===== config.mk =====
export PLATFORM = sky130hd
export DESIGN_NAME = powlib_ipmemtest_flat
export DESIGN_NICKNAME = d
export VERILOG_FILES = /design/src/rtl/powlib_ipmemtest_pkg.sv /design/src/rtl/powlib_ipmemtest_if.sv /design/src/rtl/powlib_ipmemtest_chk.sv /design/src/rtl/powlib_ipmemtest.sv /design/src/flat_wrapper.sv
export SDC_FILE = /design/constraint.sdc
export NUM_CORES = 1
export LEC_CHECK = 0
export CORE_ASPECT_RATIO = 0.6
export CORE_UTILIZATION = 41
export DETAILED_ROUTE_END_ITERATION = 12
export GPL_TIMING_DRIVEN = 0
export MAX_ROUTING_LAYER = met4
export PLACE_DENSITY = 0.77
export SLEW_MARGIN = 5
export SYNTH_ARGS = -nofsm -noshare
export SYNTH_HDL_FRONTEND = slang
export SYNTH_SLANG_ARGS = --single-unit

===== constraint.sdc =====
create_clock -name clk -period 1.9 [get_ports clk]
set_input_delay 0.19 -clock clk [delete_from_list [all_inputs] [get_ports clk]]
set_output_delay 0.19 -clock clk [all_outputs]
set_load 0.01 [all_outputs]

===== src/rtl/powlib_ipmemtest_pkg.sv =====
// Shared opcodes, FSM encoding and packet offsets for the PLB memory tester.
// Optional watchdog build switch: POWLIB_MEMTEST_TIMEOUT_EN.
`ifndef POWLIB_BW
`define POWLIB_BW 8
`endif
`ifndef POWLIB_OPW
`define POWLIB_OPW 4
`endif

package powlib_memtest_pkg;

    localparam int BW  = `POWLIB_BW;
    localparam int OPW = `POWLIB_OPW;

    localparam logic [OPW-1:0] OP_WRITE = '0;
    localparam logic [OPW-1:0] OP_READ  = OPW'(1);

    typedef enum logic [2:0] {
        IDLE,
        WRITE,
        READ,
        WAIT,
        DONE
    } state_t;

    // packet layout is {op, be, data}, data in the low bits
    function automatic int be_lsb(int bpd);
        return bpd * BW;
    endfunction

    function automatic int op_lsb(int bpd);
        return bpd * BW + bpd;
    endfunction

endpackage


===== src/rtl/powlib_ipmemtest_if.sv =====
// Request/response PLB channel pair between the memory tester and the crossbar.
// Optional watchdog build switch: POWLIB_MEMTEST_TIMEOUT_EN.
interface powlib_ipmemtest_if #(
    parameter int B_AW = 4 * `POWLIB_BW,
    parameter int B_PW = 4 * `POWLIB_BW + 4 + `POWLIB_OPW
);
    logic [B_AW-1:0] rdaddr;
    logic [B_PW-1:0] rddata;
    logic            rdvld;
    logic            rdrdy;
    logic [B_AW-1:0] wraddr;
    logic [B_PW-1:0] wrdata;
    logic            wrvld;
    logic            wrrdy;

    modport master (
        output rdaddr, rddata, rdvld, wrrdy,
        input  rdrdy, wraddr, wrdata, wrvld
    );

    modport slave (
        input  rdaddr, rddata, rdvld, wrrdy,
        output rdrdy, wraddr, wrdata, wrvld
    );
endinterface


===== src/rtl/powlib_ipmemtest_chk.sv =====
// Response checker: decodes word index, compares against the pattern,
// keeps a saturating error count and the in-range return count.
module powlib_memtest_chk
    import powlib_memtest_pkg::*;
#(
    parameter              ID     = "MEMTEST",
    parameter int          EDBG   = 0,
    parameter int          B_BPD  = 4,
    parameter int          B_AW   = 32,
    parameter int          B_DW   = 32,
    parameter logic [B_AW-1:0] B_BASE = '0,
    parameter int          WORDS  = 256,
    parameter logic [31:0] SEED   = '0
) (
    input  logic            clk,
    input  logic            rst,
    input  logic            clr,
    input  logic            active,
    input  logic            hit,
    input  logic [B_AW-1:0] addr,
    input  logic [B_DW-1:0] data,
    input  logic [OPW-1:0]  op,
    output logic [15:0]     errcnt,
    output logic [16:0]     retcnt
);

    localparam int SH = $clog2(B_BPD);

    logic [B_AW-1:0] off;
    logic [B_AW-1:0] k;
    logic [B_DW-1:0] exp_d;
    logic            in_rng;
    logic            bad;

    always_comb begin
        off    = addr - B_BASE;
        k      = off >> SH;
        in_rng = k < B_AW'(WORDS);
        exp_d  = B_DW'(SEED) ^ B_DW'(k);
        // outside a run every response is stray
        bad    = !active || !in_rng || (data != exp_d) || (op != OP_WRITE);
    end

    always_ff @(posedge clk) begin
        if (!rst || clr) begin
            errcnt <= '0;
            retcnt <= '0;
        end else if (hit) begin
            if (bad && errcnt != 16'hFFFF)
                errcnt <= errcnt + 16'd1;
            if (active && in_rng)
                retcnt <= retcnt + 17'd1;
        end
    end

    always_ff @(posedge clk) begin
        if (EDBG != 0 && rst && hit && bad)
            $info("%s: resp %h word %0d data %h exp %h",
                  ID, addr, k, data, exp_d);
    end

endmodule


===== src/rtl/powlib_ipmemtest.sv =====
// PLB memory tester: writes SEED^i over WORDS words, reads them back, checks.
// Optional watchdog in WAIT (adds timeout port): POWLIB_MEMTEST_TIMEOUT_EN.
module powlib_ipmemtest
    import powlib_memtest_pkg::*;
#(
    parameter              ID     = "MEMTEST",
    parameter int          EAR    = 0,
    parameter int          EDBG   = 0,
    parameter int          B_BPD  = 4,
    parameter int          B_AW   = `POWLIB_BW * B_BPD,
    parameter logic [B_AW-1:0] B_BASE = 32'h50000000,
    parameter logic [B_AW-1:0] T_BASE = 32'h44A00000,
    parameter int          WORDS  = 256,
    parameter logic [31:0] SEED   = 32'hA5A50000
) (
    input  logic        clk,
    input  logic        rst,
    input  logic        start,
    output logic        busy,
    output logic        done,
    output logic        pass,
    output logic [15:0] errcnt,
`ifdef POWLIB_MEMTEST_TIMEOUT_EN
    output logic        timeout,
`endif
    powlib_ipmemtest_if.master bus
);

    localparam int B_DW   = B_BPD * BW;
    localparam int B_PW   = B_DW + B_BPD + OPW;
    localparam int SH     = $clog2(B_BPD);
    localparam int BE_LSB = be_lsb(B_BPD);
    localparam int OP_LSB = op_lsb(B_BPD);
    localparam logic [B_BPD-1:0] BE_ALL = '1;

    state_t          st;
    logic [15:0]     idx;
    logic            q_vld;
    logic            q_rdy;
    logic [B_AW-1:0] q_addr;
    logic [B_PW-1:0] q_data;
    logic            s_busy;
    logic            s_done;
    logic            s_pass;
    logic [15:0]     err_q;
    logic [16:0]     ret_q;
    logic            acc;
    logic            last;
    logic            clr;
    logic            active;
    logic            hit;
    logic            unused_be;
`ifdef POWLIB_MEMTEST_TIMEOUT_EN
    logic [19:0]     wdog;
    logic            s_tmo;
`endif

    function automatic logic [B_AW-1:0] taddr(logic [15:0] i);
        return T_BASE + (B_AW'(i) << SH);
    endfunction

    function automatic logic [B_PW-1:0] wpkt(logic [15:0] i);
        return {OP_WRITE, BE_ALL, B_DW'(SEED) ^ B_DW'(i)};
    endfunction

    // read payload carries the address the RAM returns data to
    function automatic logic [B_PW-1:0] rpkt(logic [15:0] i);
        return {OP_READ, BE_ALL, B_DW'(B_BASE + (B_AW'(i) << SH))};
    endfunction

    assign acc       = q_vld && q_rdy;
    assign last      = idx == 16'(WORDS - 1);
    assign clr       = start && (st == IDLE || st == DONE);
    assign active    = st == WRITE || st == READ || st == WAIT;
    assign bus.wrrdy = 1'b1;
    assign hit       = bus.wrvld && bus.wrrdy;
    assign unused_be = ^bus.wrdata[BE_LSB +: B_BPD];

    always_ff @(posedge clk) begin
        if (!rst) begin
            st     <= IDLE;
            idx    <= '0;
            q_vld  <= 1'b0;
            q_addr <= '0;
            q_data <= '0;
            s_busy <= 1'b0;
            s_done <= 1'b0;
            s_pass <= 1'b0;
`ifdef POWLIB_MEMTEST_TIMEOUT_EN
            wdog   <= '0;
            s_tmo  <= 1'b0;
`endif
        end else begin
            unique case (st)
                IDLE, DONE: if (start) begin
                    st     <= WRITE;
                    idx    <= '0;
                    q_vld  <= 1'b1;
                    q_addr <= taddr(16'd0);
                    q_data <= wpkt(16'd0);
                    s_busy <= 1'b1;
                    s_done <= 1'b0;
                    s_pass <= 1'b0;
`ifdef POWLIB_MEMTEST_TIMEOUT_EN
                    s_tmo  <= 1'b0;
`endif
                end
                WRITE: if (acc) begin
                    if (last) begin
                        st     <= READ;
                        idx    <= '0;
                        q_addr <= taddr(16'd0);
                        q_data <= rpkt(16'd0);
                    end else begin
                        idx    <= idx + 16'd1;
                        q_addr <= taddr(idx + 16'd1);
                        q_data <= wpkt(idx + 16'd1);
                    end
                end
                READ: if (acc) begin
                    if (last) begin
                        st    <= WAIT;
                        q_vld <= 1'b0;
`ifdef POWLIB_MEMTEST_TIMEOUT_EN
                        wdog  <= '0;
`endif
                    end else begin
                        idx    <= idx + 16'd1;
                        q_addr <= taddr(idx + 16'd1);
                        q_data <= rpkt(idx + 16'd1);
                    end
                end
                WAIT: begin
                    if (ret_q == 17'(WORDS)) begin
                        st     <= DONE;
                        s_busy <= 1'b0;
                        s_done <= 1'b1;
                        s_pass <= err_q == 16'd0;
                    end
`ifdef POWLIB_MEMTEST_TIMEOUT_EN
                    else if (wdog == '1) begin
                        st     <= DONE;
                        s_busy <= 1'b0;
                        s_done <= 1'b1;
                        s_pass <= 1'b0;
                        s_tmo  <= 1'b1;
                    end
                    wdog <= hit ? '0 : wdog + 20'd1;
`endif
                end
                default: st <= IDLE;
            endcase
        end
    end

    powlib_memtest_chk #(
        .ID(ID), .EDBG(EDBG), .B_BPD(B_BPD), .B_AW(B_AW), .B_DW(B_DW),
        .B_BASE(B_BASE), .WORDS(WORDS), .SEED(SEED)
    ) u_chk (
        .clk(clk),
        .rst(rst),
        .clr(clr),
        .active(active),
        .hit(hit),
        .addr(bus.wraddr),
        .data(bus.wrdata[B_DW-1:0]),
        .op(bus.wrdata[OP_LSB +: OPW]),
        .errcnt(err_q),
        .retcnt(ret_q)
    );

    generate
        if (EAR != 0) begin : g_ear
            logic            o_vld;
            logic [B_AW-1:0] o_addr;
            logic [B_PW-1:0] o_data;

            // one-entry pipeline stage: refills whenever empty or draining
            assign q_rdy      = !o_vld || bus.rdrdy;
            assign bus.rdvld  = o_vld;
            assign bus.rdaddr = o_addr;
            assign bus.rddata = o_data;

            always_ff @(posedge clk) begin
                if (!rst) begin
                    o_vld   <= 1'b0;
                    o_addr  <= '0;
                    o_data  <= '0;
                    busy    <= 1'b0;
                    done    <= 1'b0;
                    pass    <= 1'b0;
                    errcnt  <= '0;
`ifdef POWLIB_MEMTEST_TIMEOUT_EN
                    timeout <= 1'b0;
`endif
                end else begin
                    if (q_rdy) begin
                        o_vld  <= q_vld;
                        o_addr <= q_addr;
                        o_data <= q_data;
                    end
                    busy    <= s_busy;
                    done    <= s_done;
                    pass    <= s_pass;
                    errcnt  <= err_q;
`ifdef POWLIB_MEMTEST_TIMEOUT_EN
                    timeout <= s_tmo;
`endif
                end
            end
        end else begin : g_dir
            assign q_rdy      = bus.rdrdy;
            assign bus.rdvld  = q_vld;
            assign bus.rdaddr = q_addr;
            assign bus.rddata = q_data;
            assign busy       = s_busy;
            assign done       = s_done;
            assign pass       = s_pass;
            assign errcnt     = err_q;
`ifdef POWLIB_MEMTEST_TIMEOUT_EN
            assign timeout    = s_tmo;
`endif
        end
    endgenerate

endmodule


===== src/flat_wrapper.sv =====
// flat-port wrapper written by rule: the top's interface ports become plain ports
module powlib_ipmemtest_flat import powlib_memtest_pkg::*;
#(
    parameter              ID     = "       ",
    parameter int          EAR    = 0,
    parameter int          EDBG   = 0,
    parameter int          B_BPD  = 4,
    parameter int          B_AW   = `POWLIB_BW * B_BPD,
    parameter logic [B_AW-1:0] B_BASE = 32'h50000000,
    parameter logic [B_AW-1:0] T_BASE = 32'h44A00000,
    parameter int          WORDS  = 256,
    parameter logic [31:0] SEED   = 32'hA5A50000
)
  (clk, rst, start, busy, done, pass, errcnt, bus_rdaddr, bus_rddata, bus_rdvld, bus_wrrdy, bus_rdrdy, bus_wraddr, bus_wrdata, bus_wrvld);
  powlib_ipmemtest_if #(.B_AW(B_AW), .B_PW((32 + 4 + OPW))) bus_i ();
  input  logic clk;
  input  logic rst;
  input  logic start;
  output logic busy;
  output logic done;
  output logic pass;
  output logic [15:0] errcnt;
  output wire logic [$bits(bus_i.rdaddr)-1:0] bus_rdaddr;
  output wire logic [$bits(bus_i.rddata)-1:0] bus_rddata;
  output wire logic [$bits(bus_i.rdvld)-1:0] bus_rdvld;
  output wire logic [$bits(bus_i.wrrdy)-1:0] bus_wrrdy;
  input wire logic [$bits(bus_i.rdrdy)-1:0] bus_rdrdy;
  input wire logic [$bits(bus_i.wraddr)-1:0] bus_wraddr;
  input wire logic [$bits(bus_i.wrdata)-1:0] bus_wrdata;
  input wire logic [$bits(bus_i.wrvld)-1:0] bus_wrvld;
  assign bus_rdaddr = bus_i.rdaddr;
  assign bus_rddata = bus_i.rddata;
  assign bus_rdvld = bus_i.rdvld;
  assign bus_wrrdy = bus_i.wrrdy;
  assign bus_i.rdrdy = bus_rdrdy;
  assign bus_i.wraddr = bus_wraddr;
  assign bus_i.wrdata = bus_wrdata;
  assign bus_i.wrvld = bus_wrvld;
  powlib_ipmemtest #(.ID(ID), .EAR(EAR), .EDBG(EDBG), .B_BPD(B_BPD), .B_AW(B_AW), .B_BASE(B_BASE), .T_BASE(T_BASE), .WORDS(WORDS), .SEED(SEED)) u_core (.clk(clk), .rst(rst), .start(start), .busy(busy), .done(done), .pass(pass), .errcnt(errcnt), .bus(bus_i));
endmodule

=== Word-level counts from Yosys, hierarchy flattened ===
Cells that the tools add are included.

* Register bits after elaboration: 128
* Bits of input ports: 77
* Output and inout port bits: 93
* Word-level logic and storage cells: 96

* $add $sub $neg: 6
* Magnitude comparators: 1
* Eq/ne operators: 15
* Multiplexer cells: 36
* Bitwise operators: 1
* Reductions and logical operators: 27

{| class="wikitable"
|+ Operators with widths
! cell !! count
|-
| $mux W32 || 5
|-
| $mux W40 || 4
|-
| $pmux W40 S3 || 1
|-
| $pmux W32 S3 || 1
|-
| $mux W16 || 5
|-
| $add A31 B18 Y32 const A || 2
|-
| $pmux W16 S3 || 1
|-
| $mux W37 || 1
|-
| $add A16 B1 Y16 const B || 2
|-
| $ne A32 B32 Y1 || 1
|-
| $sub A32 B31 Y32 const B || 1
|-
| $lt A30 B9 Y1 const B || 1
|-
| $mux W3 || 6
|-
| $add A17 B1 Y17 const B || 1
|-
| $eq A17 B9 Y1 const B || 1
|-
| $eq A16 B8 Y1 const B || 1
|-
| $logic_not A16 Y1 || 1
|-
| $ne A16 B16 Y1 const B || 1
|-
| $pmux W3 S4 || 1
|-
| $ne A2 B1 Y1 const B || 4
|-
| $not A7 Y8 || 1
|-
| $pmux W1 S2 || 4
|-
| $logic_or A1 B1 Y1 || 7
|-
| $mux W1 || 7
|-
| 16 further kinds || 26
|}

=== Longest topological paths before layout ===
* Depth after elaboration: 9
* Gate-level depth with buffers: 10
* Depth with buffers taken out: 8

=== By module ===
Synthesis repeated with hierarchy kept, for this count alone.

* Cells, all modules: 593
* Area, all modules: 4927.2 µm²

{| class="wikitable"
|+ Modules (own cells, without submodules)
! module !! instances !! cells an instance !! area an instance (µm²)
|-
| powlib_ipmemtest || 1 || 333 || 2805.2
|-
| powlib_memtest_chk || 1 || 260 || 2122.0
|}

=== Worst setup path before layout ===
No wires, ideal clock.

* Path type: register -> register
* Start point: register u_core.u_chk.errcnt[0]
* End point: register u_core.u_chk.errcnt[5]
* Arrival time: 1893 ps
* Data required time: 1768 ps
* Path slack: -125 ps
* Stages on the path, launching flop included: 9
* Path buffers: 1
* Period minus slack after synthesis: 2025 ps
* Cells stage by stage: dfxtp_1 > ha_1 > nand3_1 > nor2_1 > nand4_1 > nand2_1 > clkbuf_1 > or4_1 > a21oi_1

* Cells in the longest elaborated chain, start to end: 3

{| class="wikitable"
|+ Ends and longest elaborated chain
! item !! RTL line !! text
|-
| start: declaration || powlib_ipmemtest_chk.sv:23 || <nowiki>output logic [15:0] errcnt,</nowiki>
|-
| start signal: assignment || powlib_ipmemtest_chk.sv:50 || <nowiki>errcnt <= errcnt + 16'd1;</nowiki>
|-
| parallel branches: the longest is 3 deep, another holds $add A16 B1 Y16 || n/a ||
|}

Parallel ways; which one is timed is not known.
A chain may end at the register's enable or synchronous reset.

=== Worst setup path after layout ===
* Start point: register u_core.idx[14]
* End point: register u_core.idx[7]

* Cells in the longest elaborated chain, start to end: 4

{| class="wikitable"
|+ Ends and longest elaborated chain
! item !! RTL line !! text
|-
| start: declaration || powlib_ipmemtest.sv:37 || <nowiki>logic [15:0] idx;</nowiki>
|-
| start signal: assignment || powlib_ipmemtest.sv:115 || <nowiki>idx <= idx + 16'd1;</nowiki>
|-
| start signal: assignment || powlib_ipmemtest.sv:128 || <nowiki>idx <= idx + 16'd1;</nowiki>
|-
| $eq A16 B8 Y1 (*) || powlib_ipmemtest.sv:72 || <nowiki>assign last = idx == 16'(WORDS - 1);</nowiki>
|-
| $mux W16 || powlib_ipmemtest.sv:109 || <nowiki>if (last) begin</nowiki>
|-
| $mux W16 || powlib_ipmemtest.sv:108 || <nowiki>WRITE: if (acc) begin</nowiki>
|-
| $pmux W16 S3 || powlib_ipmemtest.sv:94 || <nowiki>unique case (st)</nowiki>
|}

Every way passes the cells marked *; elsewhere a longest branch is shown, timed or not. The select of a mux whose other input is x is not followed.

==> reports/results.ini <==
[finish]
nFillCells = 850
multiInputGateArea_mm2 = 0.00336
final_util = 0.677
post-route-cell-area_mm2 = 0.00770
area_delta_synth_final_pct = 59.7
fin_cells = 985
regArea_mm2 = 0.00158
n_antenna_cell = 0
drive_gt1_frac = 0.272
final_nets = 905

[synth]
ys_warn_count = 0
yosysMostFrequentCell = dfxtp_1
synth_edf_count = 0
ys.flop_type = dfxtp_1
synthArstFlopShare = 0
netlist_top_cells_count = dfxtp_1, nand2_1, nor2_1, buf_4, a21oi_1
ys_top_cells_by_area = dfxtp_1, buf_4, xnor2_1
yosysTopAreaCellShare = 0.320
ys_types = 60
synth_area_mm2 = 0.00482
netlist_instances = 613
seq_area_frac_synth = 0.320
ys_seq_elements = 77
syn_avg_cell_area_um2 = 7.86
synth_top_area_cell = dfxtp_1

[critical_path]
cp-end-kind = register
max_stage_delay_ns = 0.37
critPathArrivalTime_ns = 2.14
critical_path_required_ns = 2.15
crit_path_max_fanout = 10
cp-start-kind = register
cp_slowest_cell = dfxtp_2
critical_path_class = register to register
crit_family = simple AND/OR/NAND/NOR gates
path_cells = nor4_4, and4_4, o21a_4, buf_8, a21oi_1, o22ai_1
crit_buf_inv = 1

[placement]
dp.cells = 932
post-place-ws_ns = -0.865
placed_cell_area_mm2 = 0.00651
hpwl_um = 12200
portBuffers = 140
globalplace.congestion = 0.961

[floorplan]
core_mm2 = 0.0114
io_pins = 170
dieWidth_um = 142
die_h_um = 86.0
die_area_mm2 = 0.0122
rows = 30
start_util = 0.424

[timing]
hold_ws_ns = 0.364
fin_ws_ns = 0.00584
fin_tns_setup_ns = 0
max_slew_margin = 0.563
tightest_slew_ns = 0.655
setup_viol = 0
grt_setup_unrepaired = true
drv_slew = 0
fin_crit_sh = 0.997
hold_viol = 0
fin_skew_ns = 0.0102
timing.fmax_ghz = 0.528
period_minus_slack_ns = 1.89

[routing]
detail_route.vias_per_cell = 5.70
drc = 0
wl_per_cell_um = 18.3
routed_wl_um = 18000
postRouteAntennaNets = 0
drtPass1Iterations = 5
drt_iter0_drc = 782
num_vias = 5614

[min_path]
hold_class = input port to register

[power_and_ir_drop]
total_power_mw = 4.19
p_leak_nw = 2.84
ir_drop_mv = 0.522
power.density_mw_per_mm2 = 545

[global_route]
grt_pass1_wl_um = 25900
grt_usage = 0.279
grt_overflow = 0
antenna_found_initial = 0
grt_pass1_vias = 4936
grt_max_degree = 14

[run]
drv_cap = 0

[cts]
clkLatencyLatePin_ns = 0.34
clk_path_buf_depth = 2
cts_sinks = 77
h-tree-depth = 3
root_buffer = clkbuf_16
cts-buffers-inserted = 9
clk_pin_slew_ns = 0.06
cts_tree = yes

[run_status]
status = finished, final reports clean

==> layout make-up <==
class	count	area share
Timing Repair Buffer	179	0.223
Buffer	62	0.0624
Multi-Input combinational cell	477	0.437
Inverter	14	0.00683
Tap cell	160	0.0260
Clock buffer	11	0.0315
Sequential cell	77	0.206
Clock inverter	5	0.00780
==> placed cells by master, fill, tap and decap left out, types with 11 or more instances in the layout <==
cell	n
nand3_1	25
conb_1	21
nand2_1	60
a21oi_1	29
or3_1	12
clkdlybuf4s50_1	119
o21ai_0	18
xor2_1	22
nand4_1	24
nor2_1	44
dfxtp_2	21
buf_4	73
dfxtp_1	52
dlygate4sd2_1	11
inv_1	12
xnor2_1	30
==> kinds of logic (layout without fill, tap and decap cells) <==
logic type / Yosys count / in the layout / share of synthesized area
compound gates: 120 / 120 / 0.161
buf+inv: 80 / 271 / 0.0958
fa+ha+maj: 8 / 8 / 0.0208
mux: 7 / 7 / 0.0145
simple gates: 264 / 266 / 0.287
flops: 77 / 77 / 0.320
other cells: 2 / 21 / 0.00156
xor+xnor: 55 / 55 / 0.0999
==> path summary, 6_finish.rpt <==
path / from / end / slack, ns / depth (start not counted)
worst max-delay path: u_core.idx[14] / u_core.idx[7] / 0.006 / 6
worst min-delay path: rst / u_core.idx[9] / 0.36 / 3
worst max register to register: u_core.idx[14] / u_core.idx[7] / 0.006 / 6
worst min register to register: u_core.bus.rddata[1] / u_core.bus.rddata[1] / 0.46 / 2
==> metal layers <==
metal,GRT usage,share of wire,vias to the layer above
li1,-,-,2567
met1,0.384,0.42,2654
met4,0.0518,0.019,0
met3,0.0748,0.11,46
met2,0.408,0.45,347
met5,-,0,-
==> where the power goes <==
part           internal (mW)  total, mW  switching, mW
clock                   1.06       1.75          0.698
sequential              1.63       1.65         0.0244
combinational          0.413      0.789          0.376
total                   3.10       4.19           1.10
==> repair_timing <==
action / CTS / global route
endpoints found under the setup margin: 73 / 73
gates cloned: 3 / 3
hold buffers: 0 / 0
pin swaps: 25 / 38
setup buffers: 13 / 22
resized for setup: 99 / 114
==> flip-flops by register name, indices dropped and copies added (netlist names) <==
register / count
u_core.bus.rdvld: 1
u_core.st: 3
u_core.done: 1
u_core.u_chk.errcnt: 16
u_core.idx: 15
u_core.busy: 1
u_core.bus.rdaddr: 1
u_core.bus.rddata: 21
u_core.u_chk.retcnt: 17
u_core.pass: 1
==> worst register-to-register path: stages (launching register included) <==
cell	delay (ns)
dfxtp_2	0.37
nor4_4	0.36
and4_4	0.34
o21a_4	0.26
buf_8	0.19
a21oi_1	0.06
o22ai_1	0.22
(Power assumes the default switching activity.)
